**config.mk**
```make
export PLATFORM = sky130hd
export DESIGN_NAME = jt900h_idxmem
export DESIGN_NICKNAME = d
export VERILOG_FILES = /design/src/rtl/jt900h_pkg.sv /design/src/rtl/jt900h_idxmem_lane.sv /design/src/rtl/jt900h_idxmem.sv
export SDC_FILE = /design/constraint.sdc
export NUM_CORES = 1
export LEC_CHECK = 0
export ABC_CLOCK_PERIOD_IN_PS = 3340
export BUFFER_PORTS_ARGS = -buffer_cell sky130_fd_sc_hd__buf_2
export CORE_MARGIN = 2
export CORE_UTILIZATION = 45
export CTS_BUF_LIST = sky130_fd_sc_hd__clkbuf_8
export CTS_CLUSTER_DIAMETER = 50
export CTS_CLUSTER_SIZE = 25
export DETAILED_ROUTE_END_ITERATION = 16
export PLACE_DENSITY = 0.73
export REMOVE_ABC_BUFFERS = 1
export SYNTH_ARGS = -nofsm -noshare
export SYNTH_HDL_FRONTEND = slang
export SYNTH_HIERARCHICAL = 1
export SYNTH_SLANG_ARGS = --single-unit
```
**constraint.sdc**
```tcl
create_clock -name clk -period 3.34 [get_ports clk]
set_input_delay 0.501 -clock clk [delete_from_list [all_inputs] [get_ports clk]]
set_output_delay 0.501 -clock clk [all_outputs]
set_load 0.02 [all_outputs]
```
**src/rtl/jt900h_pkg.sv**
```systemverilog
// Shared definitions for the jt900h index-address memory sequencer:
// operand size codes, sequencer states and an operand byte picker.
package jt900h_pkg;

  localparam logic [1:0] SZ_BYTE = 2'd0;
  localparam logic [1:0] SZ_WORD = 2'd1;
  localparam logic [1:0] SZ_LONG = 2'd2;

  typedef enum logic [1:0] {
    ST_IDLE      = 2'd0,
    ST_WAIT_ADDR = 2'd1,
    ST_BEAT      = 2'd2,
    ST_DONE      = 2'd3
  } idxmem_st_e;

  function automatic logic [7:0] op_byte(input logic [31:0] w, input logic [1:0] sel);
    logic [7:0] b;
    case (sel)
      2'd0:    b = w[7:0];
      2'd1:    b = w[15:8];
      2'd2:    b = w[23:16];
      default: b = w[31:24];
    endcase
    return b;
  endfunction

endpackage

```
**src/rtl/jt900h_idxmem_lane.sv**
```systemverilog
// Combinational beat planner: for a given size, start-address parity and beat
// index, gives the lane enables, byte offset from the start address and first operand byte.
module jt900h_idxmem_lane
  import jt900h_pkg::*;
(
  input  logic [1:0] size,
  input  logic       a0,
  input  logic [1:0] bidx,
  output logic [1:0] be,
  output logic [1:0] off,
  output logic [1:0] sel,
  output logic       last
);

  always_comb begin
    be   = 2'b11;
    off  = 2'd0;
    sel  = 2'd0;
    last = 1'b1;
    if (size == SZ_BYTE) begin
      be = a0 ? 2'b10 : 2'b01;
    end else if (size == SZ_WORD) begin
      if (a0 && bidx == 2'd0) begin
        be   = 2'b10;
        last = 1'b0;
      end else if (a0) begin
        be  = 2'b01;
        off = 2'd1;
        sel = 2'd1;
      end
    end else if (!a0) begin
      // long (and the reserved code) on an even address: two full words
      if (bidx == 2'd0) begin
        last = 1'b0;
      end else begin
        off = 2'd2;
        sel = 2'd2;
      end
    end else begin
      case (bidx)
        2'd0: begin
          be   = 2'b10;
          last = 1'b0;
        end
        2'd1: begin
          off  = 2'd1;
          sel  = 2'd1;
          last = 1'b0;
        end
        default: begin
          be  = 2'b01;
          off = 2'd3;
          sel = 2'd3;
        end
      endcase
    end
  end

endmodule

```
**src/rtl/jt900h_idxmem.sv**
```systemverilog
// Operand read/write sequencer: turns an effective byte address and operand size
// into aligned beats on the 16-bit little-endian bus and reassembles read data.
module jt900h_idxmem
  import jt900h_pkg::*;
#(
  parameter int AW = 24
) (
  input  logic          clk,
  input  logic          rst_n,
  input  logic          cen,
  input  logic          start,
  input  logic          wr,
  input  logic [1:0]    size,
  input  logic [31:0]   wdata,
  input  logic          idx_ok,
  input  logic [AW-1:0] idx_addr,
  output logic          bus_req,
  output logic          bus_we,
  output logic [AW-2:0] bus_addr,
  output logic [1:0]    bus_be,
  output logic [15:0]   bus_dout,
  input  logic [15:0]   bus_din,
  input  logic          bus_ack,
  output logic [31:0]   rdata,
  output logic          busy,
  output logic          done
);

  idxmem_st_e    st_q, st_d;
  logic          wr_q, wr_d;
  logic [1:0]    size_q, size_d;
  logic [31:0]   wdata_q, wdata_d;
  logic [AW-1:0] addr_q, addr_d;
  logic [1:0]    bidx_q, bidx_d;
  logic [31:0]   rdata_q, rdata_d;

  logic [1:0]    lane_be, lane_off, lane_sel, hi_sel;
  logic          lane_last, in_beat;
  logic [AW-1:0] beat_addr;

  jt900h_idxmem_lane u_lane (
    .size (size_q),
    .a0   (addr_q[0]),
    .bidx (bidx_q),
    .be   (lane_be),
    .off  (lane_off),
    .sel  (lane_sel),
    .last (lane_last)
  );

  // With both lanes enabled the odd lane carries the following operand byte.
  assign hi_sel    = lane_be[0] ? lane_sel + 2'd1 : lane_sel;
  assign beat_addr = addr_q + {{(AW-2){1'b0}}, lane_off};
  assign in_beat   = (st_q == ST_BEAT);

  assign bus_req  = in_beat;
  assign bus_we   = in_beat & wr_q;
  assign bus_addr = in_beat ? beat_addr[AW-1:1] : '0;
  assign bus_be   = in_beat ? lane_be : 2'b00;
  assign bus_dout = {(bus_we && lane_be[1]) ? op_byte(wdata_q, hi_sel)   : 8'h00,
                     (bus_we && lane_be[0]) ? op_byte(wdata_q, lane_sel) : 8'h00};
  assign busy     = (st_q == ST_WAIT_ADDR) || (st_q == ST_BEAT);
  assign done     = (st_q == ST_DONE);
  assign rdata    = rdata_q;

  always_comb begin
    st_d    = st_q;
    wr_d    = wr_q;
    size_d  = size_q;
    wdata_d = wdata_q;
    addr_d  = addr_q;
    bidx_d  = bidx_q;
    rdata_d = rdata_q;
    if (cen) begin
      case (st_q)
        ST_IDLE: if (start) begin
          wr_d    = wr;
          size_d  = size;
          wdata_d = wdata;
          rdata_d = '0;
          bidx_d  = 2'd0;
          if (idx_ok) begin
            addr_d = idx_addr;
            st_d   = ST_BEAT;
          end else begin
            st_d = ST_WAIT_ADDR;
          end
        end
        ST_WAIT_ADDR: if (idx_ok) begin
          addr_d = idx_addr;
          st_d   = ST_BEAT;
        end
        ST_BEAT: if (bus_ack) begin
          if (!wr_q) begin
            for (int i = 0; i < 4; i++) begin
              if (lane_be[0] && lane_sel == 2'(i)) rdata_d[8*i +: 8] = bus_din[7:0];
              if (lane_be[1] && hi_sel == 2'(i))   rdata_d[8*i +: 8] = bus_din[15:8];
            end
          end
          if (lane_last) st_d = ST_DONE;
          else           bidx_d = bidx_q + 2'd1;
        end
        default: st_d = ST_IDLE;
      endcase
    end
  end

  always_ff @(posedge clk or negedge rst_n) begin
    if (!rst_n) begin
      st_q    <= ST_IDLE;
      wr_q    <= 1'b0;
      size_q  <= SZ_BYTE;
      wdata_q <= '0;
      addr_q  <= '0;
      bidx_q  <= 2'd0;
      rdata_q <= '0;
    end else begin
      st_q    <= st_d;
      wr_q    <= wr_d;
      size_q  <= size_d;
      wdata_q <= wdata_d;
      addr_q  <= addr_d;
      bidx_q  <= bidx_d;
      rdata_q <= rdata_d;
    end
  end

endmodule
```
==> impl_metrics.json <==
{
  "grt_pass1_vias": 4648,
  "fin_worst_skew_ns": 0.008216,
  "start_kind": "register",
  "use_met1": 0.2942,
  "ys_ff_latch": 95,
  "power_density_mw_per_mm2": 1093,
  "wirelength_mm": 14.73,
  "grt_use_total": 0.2223,
  "tightest_slew_ns": 0.8137,
  "synth_ff_type": "dfrtp_1",
  "yosys_warnings": 6,
  "synth_area_sq_mm": 0.005603,
  "grt-ovfl-total": 0,
  "max_slew_margin": 0.4575,
  "syn_inst": 507,
  "cts_tree": "built",
  "power.leakage_nw": 3.344,
  "io_buffers": 157,
  "place_area_sq_mm": 0.006526,
  "worst_slack_ns": 0.09828,
  "insertion_delay_ns": 0.37,
  "grt_pass1_wl_mm": 23.10,
  "path_class": "register to output pin",
  "setup_violations": 0,
  "wl_per_cell_um": 17.66,
  "grt_busiest_layer": "met2",
  "syn_to_final_growth_pct": 22.42,
  "clock-sinks": 95,
  "fin_crit_ns": 3.242,
  "dieArea_sq_mm": 0.01336,
  "fp.dieH_um": 115.6,
  "end_kind": "output pin",
  "hold_class": "input port to asynchronous set/reset pin",
  "numCtsBuffers": 9,
  "hold_buffers": 0,
  "grt_antenna_before_repair": 0,
  "status": "completed",
  "first_pass_iters": 5,
  "grtUsageMet2": 0.3552,
  "fmax_mhz": 308.5,
  "p_int_mw": 4.187,
  "synth-seq-area-share": 0.4243,
  "clockBufferDepth": 2,
  "finalNetCount": 755,
  "antenna_left": 0,
  "vias": 4689,
  "yosysUniqueCellTypes": 52,
  "seqPwrFrac": 0.295,
  "syn_avg_cell_area_sq_um": 11.05,
  "viasPerCell": 5.622,
  "power_frac_clock": 0.103,
  "ir_worst_vdd_mv": 0.5014,
  "drcViolationCount": 0,
  "report.final.slew_viol_count": 0,
  "diodes": 0,
  "grt_use_met3": 0.05073,
  "drive_gt1_frac": 0.4264,
  "place_ws_ns": 0.1740,
  "finalHoldViolCount": 0,
  "cp.required_ns": 2.84,
  "ys_async_sr_fraction": 1.000,
  "pwr-share-comb": 0.602,
  "initial_core_util": 0.4645,
  "clk_pin_slew_ns": 0.09,
  "p_switching_mw": 3.313,
  "crit_fanout": 8,
  "maxCapViolations": 0,
  "cp.arrival_ns": 2.74,
  "die_w_um": 115.6,
  "ios": 158,
  "htree_levels": 3,
  "dr.first_iter.drc_count": 450,
  "dp_hpwl_mm": 10.45,
  "finalCritPeriodShare": 0.9706,
  "rr_worst_depth": 5,
  "gp_congestion": 0.8232,
  "grt_max_degree": 65,
  "synth_edf_count": 0,
  "core_area_sq_mm": 0.01206,
  "placementRows": 40,
  "finalCoreUtilization": 0.5687,
  "final_cell_area_sq_mm": 0.006859,
  "cts-root-buf": "clkbuf_8",
  "switching_share": 0.4418
}
## timing repair
| action | in CTS | in global routing |
|---|---|---|
| setup buffers | 3 | 6 |
| gates resized for setup | 3 | 17 |
| hold endpoints to repair | 0 | 0 |
| gates cloned | 0 | 0 |
| pin swaps | 0 | 0 |
| setup endpoints to repair | 12 | 21 |
## state kept, by name (all words and copies together) (netlist names)
signal,count
addr_q,24
bidx_q,2
rdata,32
size_q,2
st_q,2
wdata_q,32
wr_q,1
## per-stage QoR
step                      hold slack, ns  power, mW   TNS, ns  cells
final                             0.1876      7.500         0    834
after global routing              0.2472      8.031  -0.03571    834
after CTS                         0.2309      7.369         0    828
after detailed placement          0.4690      6.539         0    810
after global placement            0.4663      6.381         0    810
after floorplan                   0.2054      5.161         0    469
## placed cells by master (no fill, tap or decap), types with 5 or more instances in the layout
master     netlist  routed
nor2b_1         11      10
ha_1            11       9
and2_1           7       8
nor2_1          30      29
inv_1            9      10
nand2_1         21      20
xor2_1          11      11
clkbuf_8         0      11
mux2_2          61      61
buf_2           14     152
nand3_1          9       9
o2bb2ai_1       32      32
a21oi_1         22      22
nand4_1          5       5
a222oi_1         8       8
mux4_2           8       8
o21ai_0          8       8
mux2i_1         33      33
or3_1            8       8
dfrtp_1         95      92
and3_1          34      34
buf_4            3      28
## cell families (layout without fill, tap and decap cells)
group	after synthesis	count (layout)	synth area share
mux	102	102	0.2137
buf+inv	47	206	0.04198
compound gates	90	90	0.1184
simple gates	149	149	0.1548
xor+xnor	12	12	0.01876
fa+ha+maj	12	12	0.02814
flops	95	95	0.4243
## power groups by stage
stage | Combinational, mW | Clock (mW) | Sequential [mW]
floorplan | 2.88 | 0 | 2.28
global placement | 4.21 | 0 | 2.17
detailed placement | 4.33 | 0 | 2.21
CTS | 4.38 | 0.797 | 2.19
global route | 4.89 | 0.844 | 2.29
finish | 4.51 | 0.774 | 2.21
## final timing paths
check,startpoint,to,slack [ns]
worst max register to register,st_q[0],rdata[0],0.82
worst min-delay path,rst_n,rdata[31],0.19
max in group asynchronous,rst_n,wdata_q[22],2.34
min in group clk,idx_addr[7],addr_q[7],0.35
worst min register to register,rdata[16],rdata[16],0.49
worst max-delay path,bidx_q[0],bus_dout[12],0.1
## synthesized netlist by cell type, drive strengths merged, types with 4 or more instances
cell     number  area (sq um)
inv           9         33.78
nor2         30         112.6
a31o          4         35.04
o2bb2ai      32         280.3
nand4         7         73.82
clkbuf       16         60.06
ha           11         137.6
mux4          8         180.2
and3         34         212.7
nand2b        4         25.02
a222oi        8         80.08
mux2         61         686.9
nand2        21         78.83
xor2         11         96.34
o21ai         8         40.04
dfrtp        95          2377
mux2i        33         330.3
buf          22         141.4
and2          8         50.05
a21oi        22         110.1
nand3        10         62.56
or3           9         57.56
nor2b        11         68.82
## critical path, stage by stage, from the launching register on
cell     delay (ns)
dfrtp_1        0.44
nor2b_1        0.16
o21a_2         0.24
inv_2          0.08
ha_4           0.20
nand2_2        0.08
and2_1         0.14
buf_6          0.17
mux4_2         0.51
nor2b_1        0.15
buf_2          0.18
## layer usage
metal | routed length [um] | up-vias
li1 | - | 2187
met1 | 6325 | 2314
met2 | 7147 | 172
met3 | 1031 | 16
met4 | 225 | 0
met5 | 0 | -
## final cells by class
cell class              count  area, sq um
clock buffers              11        151.4
clock inverters             4        46.29
fillers                  1026         5202
inverters                   9        33.78
multi-input cells         365         3043
flip-flops and latches     95         2381
well taps                 168        210.2
repair buffers            182        993.5
Power figures use the tool's default switching activity.
